[config.mk]
export PLATFORM = sky130hd
export DESIGN_NAME = iir_cascade_sched
export DESIGN_NICKNAME = d
export VERILOG_FILES = /design/src/rtl/iir_cascade_sched.sv
export SDC_FILE = /design/constraint.sdc
export NUM_CORES = 2
export LEC_CHECK = 0
export BUFFER_PORTS_ARGS = -buffer_cell sky130_fd_sc_hd__buf_2
export CELL_PAD_IN_SITES_DETAIL_PLACEMENT = 0
export CELL_PAD_IN_SITES_GLOBAL_PLACEMENT = 1
export CORE_AREA = 3 3 287 289
export DETAILED_ROUTE_END_ITERATION = 8
export DIE_AREA = 0 0 290 292
export MAX_ROUTING_LAYER = met4
export PLACE_DENSITY = 0.74
export SLEW_MARGIN = 10
export SYNTH_ARGS = -nofsm -noshare
export SYNTH_HDL_FRONTEND = slang
export SYNTH_SLANG_ARGS = --single-unit
[constraint.sdc]
create_clock -name clk -period 16.82 [get_ports clk]
set_input_delay 0 -clock clk [delete_from_list [all_inputs] [get_ports clk]]
set_output_delay 0 -clock clk [all_outputs]
set_load 0.05 [all_outputs]
[src/rtl/iir_cascade_sched.sv]
// Biquad IIR cascade scheduler: runs up to NSEC direct-form-I sections per
// sample on one shared MAC, with its own coefficient file and delay lines.
module iir_cascade_sched #(
  parameter int W    = 16,
  parameter int FRAC = 14,
  parameter int NSEC = 3,
  parameter int ACCW = 36
) (
  input  logic         clk,
  input  logic         reset,
  input  logic [3:0]   order,
  input  logic [W-1:0] in_data,
  input  logic         in_valid,
  output logic         in_ready,
  output logic [W-1:0] out_data,
  output logic         out_valid,
  input  logic         out_ready,
  input  logic         cfg_we,
  input  logic [3:0]   cfg_addr,
  input  logic [W-1:0] cfg_data,
  input  logic         clr_state,
  output logic         busy
);

  localparam int NCOEF = NSEC * 5;
  localparam logic [1:0] S_IDLE = 2'd0;
  localparam logic [1:0] S_MAC  = 2'd1;
  localparam logic [1:0] S_WB   = 2'd2;
  localparam logic [1:0] S_OUT  = 2'd3;

  localparam logic signed [ACCW:0] RND     = (ACCW+1)'(2**(FRAC-1));
  localparam logic signed [ACCW:0] SAT_MAX = (ACCW+1)'(2**(W-1)-1);
  localparam logic signed [ACCW:0] SAT_MIN = (ACCW+1)'(-(2**(W-1)));

  logic [1:0]             state_q, state_d;
  logic [1:0]             sec_q, sec_d;
  logic [2:0]             tap_q, tap_d;
  logic signed [ACCW-1:0] acc_q, acc_d;
  logic signed [W-1:0]    xin_q, xin_d;
  logic [3:0]             ord_q, ord_d;
  logic [W-1:0]           out_q, out_d;
  logic                   rdy_q, rdy_d;

  logic signed [W-1:0] coef_q [NCOEF];
  logic signed [W-1:0] coef_d [NCOEF];
  logic signed [W-1:0] x1_q [NSEC];
  logic signed [W-1:0] x1_d [NSEC];
  logic signed [W-1:0] x2_q [NSEC];
  logic signed [W-1:0] x2_d [NSEC];
  logic signed [W-1:0] y1_q [NSEC];
  logic signed [W-1:0] y1_d [NSEC];
  logic signed [W-1:0] y2_q [NSEC];
  logic signed [W-1:0] y2_d [NSEC];

  logic [3:0]             cidx;
  logic signed [W-1:0]    coef, opnd;
  logic signed [2*W-1:0]  ca, oa, prod;
  logic signed [ACCW-1:0] pext;
  logic signed [ACCW:0]   rsum, rsh;
  logic signed [W-1:0]    r_sat;

  // Shared MAC datapath: operand selected by tap, product sign-extended to ACCW.
  always_comb begin
    cidx = {2'b00, sec_q} * 4'd5 + {1'b0, tap_q};
    coef = coef_q[cidx];
    case (tap_q)
      3'd0:    opnd = xin_q;
      3'd1:    opnd = x1_q[sec_q];
      3'd2:    opnd = x2_q[sec_q];
      3'd3:    opnd = y1_q[sec_q];
      default: opnd = y2_q[sec_q];
    endcase
    ca   = {{W{coef[W-1]}}, coef};
    oa   = {{W{opnd[W-1]}}, opnd};
    prod = ca * oa;
    pext = {{(ACCW-2*W){prod[2*W-1]}}, prod};
    rsum = {acc_q[ACCW-1], acc_q} + RND;
    rsh  = rsum >>> FRAC;
    if (rsh > SAT_MAX)      r_sat = SAT_MAX[W-1:0];
    else if (rsh < SAT_MIN) r_sat = SAT_MIN[W-1:0];
    else                    r_sat = rsh[W-1:0];
  end

  always_comb begin
    state_d = state_q;
    sec_d   = sec_q;
    tap_d   = tap_q;
    acc_d   = acc_q;
    xin_d   = xin_q;
    ord_d   = ord_q;
    out_d   = out_q;
    coef_d  = coef_q;
    x1_d    = x1_q;
    x2_d    = x2_q;
    y1_d    = y1_q;
    y2_d    = y2_q;
    case (state_q)
      S_IDLE: begin
        if (cfg_we && int'(cfg_addr) < NCOEF) coef_d[cfg_addr] = cfg_data;
        if (clr_state) begin
          x1_d = '{default: '0};
          x2_d = '{default: '0};
          y1_d = '{default: '0};
          y2_d = '{default: '0};
        end
        if (in_valid && rdy_q) begin
          xin_d = in_data;
          ord_d = order;
          if (order == 4'd0 || int'(order) > NSEC) begin
            out_d   = '0;
            state_d = S_OUT;
          end else begin
            sec_d   = '0;
            tap_d   = '0;
            acc_d   = '0;
            state_d = S_MAC;
          end
        end
      end
      S_MAC: begin
        // Feedback taps (a1, a2) are subtracted.
        acc_d = (tap_q >= 3'd3) ? acc_q - pext : acc_q + pext;
        if (tap_q == 3'd4) state_d = S_WB;
        else               tap_d   = tap_q + 3'd1;
      end
      S_WB: begin
        x2_d[sec_q] = x1_q[sec_q];
        x1_d[sec_q] = xin_q;
        y2_d[sec_q] = y1_q[sec_q];
        y1_d[sec_q] = r_sat;
        xin_d       = r_sat;
        if ({2'b00, sec_q} < ord_q - 4'd1) begin
          sec_d   = sec_q + 2'd1;
          tap_d   = '0;
          acc_d   = '0;
          state_d = S_MAC;
        end else begin
          out_d   = r_sat;
          state_d = S_OUT;
        end
      end
      default: begin
        if (out_ready) state_d = S_IDLE;
      end
    endcase
    rdy_d = (state_d == S_IDLE);
  end

  always_ff @(posedge clk or negedge reset) begin
    if (!reset) begin
      state_q <= S_IDLE;
      sec_q   <= '0;
      tap_q   <= '0;
      acc_q   <= '0;
      xin_q   <= '0;
      ord_q   <= '0;
      out_q   <= '0;
      rdy_q   <= 1'b0;
      coef_q  <= '{default: '0};
      x1_q    <= '{default: '0};
      x2_q    <= '{default: '0};
      y1_q    <= '{default: '0};
      y2_q    <= '{default: '0};
    end else begin
      state_q <= state_d;
      sec_q   <= sec_d;
      tap_q   <= tap_d;
      acc_q   <= acc_d;
      xin_q   <= xin_d;
      ord_q   <= ord_d;
      out_q   <= out_d;
      rdy_q   <= rdy_d;
      coef_q  <= coef_d;
      x1_q    <= x1_d;
      x2_q    <= x2_d;
      y1_q    <= y1_d;
      y2_q    <= y2_d;
    end
  end

  assign in_ready  = rdy_q;
  assign out_data  = out_q;
  assign out_valid = (state_q == S_OUT);
  assign busy      = (state_q != S_IDLE);

endmodule

==> results.toml <==
[drt]
viasPerCell = 5.70
num_vias = 25600
routed_wl_um = 96500
drt_iter0_markers = 1655
antenna_left = 0
drc = 0
avgRoutedWirePerCell_um = 21.5
firstDrtPassIters = 5

[logic_synthesis]
yosysWarningCount = 0
yosys_register_bits = 512
seq_area_frac_synth_pct = 35.6
ys.flop_type = "dfrtp_1"
synth_cell_types = 84
syn_area_um2 = 36000
async_flop_share_pct = 100
synth_nets = 3806
syn_area_per_cell_um2 = 10.7
synthCells = 3363
synth_enable_flop_cells = 0

[grt]
grt_overflow = 0
antenna_found_initial = 1
grt.total_usage_pct = 23.7
grt_pass1_wl_um = 156000
grt_start_max_net_pins = 186
grt_pass1_vias = 27000

[final_layout]
antenna_cells = 0
drive_gt1_share_pct = 17.2
area_growth_pct = 11.1
final_cell_mix = "dfrtp_1, nand2_1, inv_1, fa_1, mux2_2"
layout_commonest_cell = "dfrtp_1"
finalNetCount = 3834
post-route-cell-area_um2 = 40000
fin_util_pct = 49.9

[min_path]
hp-class = "in2async"

[timing]
fmax_mhz = 74.8
max_slew_margin_pct = 24.2
hold_violations = 0
finClkSkew_ns = 0.0497
worst_pin_slew_ns = 1.13
finalCritPeriodShare_pct = 79.5
timing.final.max_slew_violations = 0
period_needed_ns = 13.37
rsz0062_at_grt = "no"
finalSetupViolCount = 0
setup_tns_ns = 0

[place]
gp_congestion = 0.882
hpwl_um = 65700
dpl_cell_area_um2 = 37500
portBuffers = 64

[clock_tree]
clk_pin_slew_ns = 0.06
clock_latency_ns = 0.63
ctsRootBufferMaster = "clkbuf_16"
post_cts_buffers = 0
clockBufferDepth = 3
cts_resized = 0
ctsHoldBuffers = 50
cts_buffers = 57
h-tree-depth = 2
cts.sinks = 512
cts_tree = "yes"

[floorplan]
dieWidth_um = 290
rows = 104
dieHeight_um = 292
ios = 65
initial_core_util_pct = 44.9
die_area_um2 = 84700
core_area_um2 = 80200

[setup_path]
max_stage_delay_ns = 0.88
startpoint_type = "flip-flop"
path_common_cell = "fa_1"
path_delay_family = "adder cells"
worstPathRequired_ns = 17.37
slowest_stage = "dfrtp_4"
critPathMaxFanout = 46
critPathBufInv = 5
crit_type = "reg2reg"
arrival_ns = 13.92
end_kind = "flip-flop"

[flow_run]
cap_violations = 0

[outcome]
status = "finished clean"
routing by layer:
| layer | up-vias | share of wire [%] | track usage [%] |
|---|---|---|---|
| met4 | 0 | 2.5 | 6.06 |
| met3 | 123 | 4.4 | 3.27 |
| li1 | 11600 | - | - |
| met5 | - | 0 | - |
| met1 | 13300 | 45 | 32.0 |
| met2 | 571 | 48 | 37.9 |
metrics by stage:
step	cells	hold slack (ns)	setup slack [ns]
2_1_floorplan	3363	-0.296	4.72
3_3_place_gp	4342	0.135	3.51
3_5_place_dp	4342	0.140	3.43
4_1_cts	4498	0.0150	3.39
5_1_grt	4498	0.0683	2.50
6_report	4498	0.0143	3.45
final cells by class:
class / count / area [um2]
fillers: 7334 / 40100
well taps: 1060 / 1330
clock buffers: 77 / 1640
flip-flops and latches: 512 / 12800
inverters: 332 / 1250
repair buffers: 167 / 1250
clock inverters: 29 / 414
multi-input cells: 2321 / 21300
Yosys cell counts (all sizes together), types with 16 or more instances:
| cell type | n | area (um2) |
|---|---|---|
| dfrtp | 512 | 12800 |
| nand2 | 334 | 1250 |
| inv | 332 | 1250 |
| fa | 265 | 5310 |
| mux2 | 257 | 2890 |
| o21ai | 206 | 1040 |
| clkbuf | 173 | 652 |
| a22o | 155 | 1360 |
| and2 | 145 | 907 |
| ha | 132 | 1650 |
| nor2 | 123 | 462 |
| mux2i | 71 | 711 |
| a21oi | 67 | 335 |
| mux4 | 64 | 1440 |
| xor2 | 53 | 464 |
| xnor2 | 52 | 455 |
| a21o | 34 | 255 |
| a22oi | 31 | 233 |
| o21a | 29 | 219 |
| nand3 | 27 | 135 |
| buf | 25 | 104 |
| nor3 | 25 | 130 |
| a211oi | 24 | 193 |
| a31oi | 24 | 150 |
| nor2b | 19 | 119 |
| a221oi | 16 | 140 |
registers in the layout (all words and copies together) (netlist names):
signal    count
acc_q        36
coef_q      240
in_ready      1
ord_q         4
out_data     16
sec_q         2
state_q       2
tap_q         3
x1_q         48
x2_q         48
xin_q        16
y1_q         48
y2_q         48
final timing paths:
| path | cells past startpoint | end | start | slack, ns |
|---|---|---|---|---|
| max reg2reg | 40 | acc_q[35] | sec_q[1] | 3.45 |
| min in group clk | 5 | coef_q[48] | cfg_we | 0.03 |
| max in group asynchronous | 5 | coef_q[237] | reset | 13.69 |
| min | 2 | xin_q[5] | reset | 0.01 |
| max | 40 | acc_q[35] | sec_q[1] | 3.45 |
| min reg2reg | 2 | y1_q[19] | y1_q[19] | 0.48 |
kinds of logic (layout without fill, tap and decap cells):
group	after synthesis	count (layout)	synth area share, %
AOI/OAI and AO/OA	660	660	12.7
xor gates and xnor gates	106	106	2.62
adders and majority gates	397	397	19.3
buffers and inverters	530	605	5.56
DFF	512	512	35.6
muxes	392	392	14.0
and+or+nand+nor	766	766	10.2
Power is left out: the tool's default activity adds up to more than one toggle a clock period on the data nets, which glitch-free logic cannot reach.
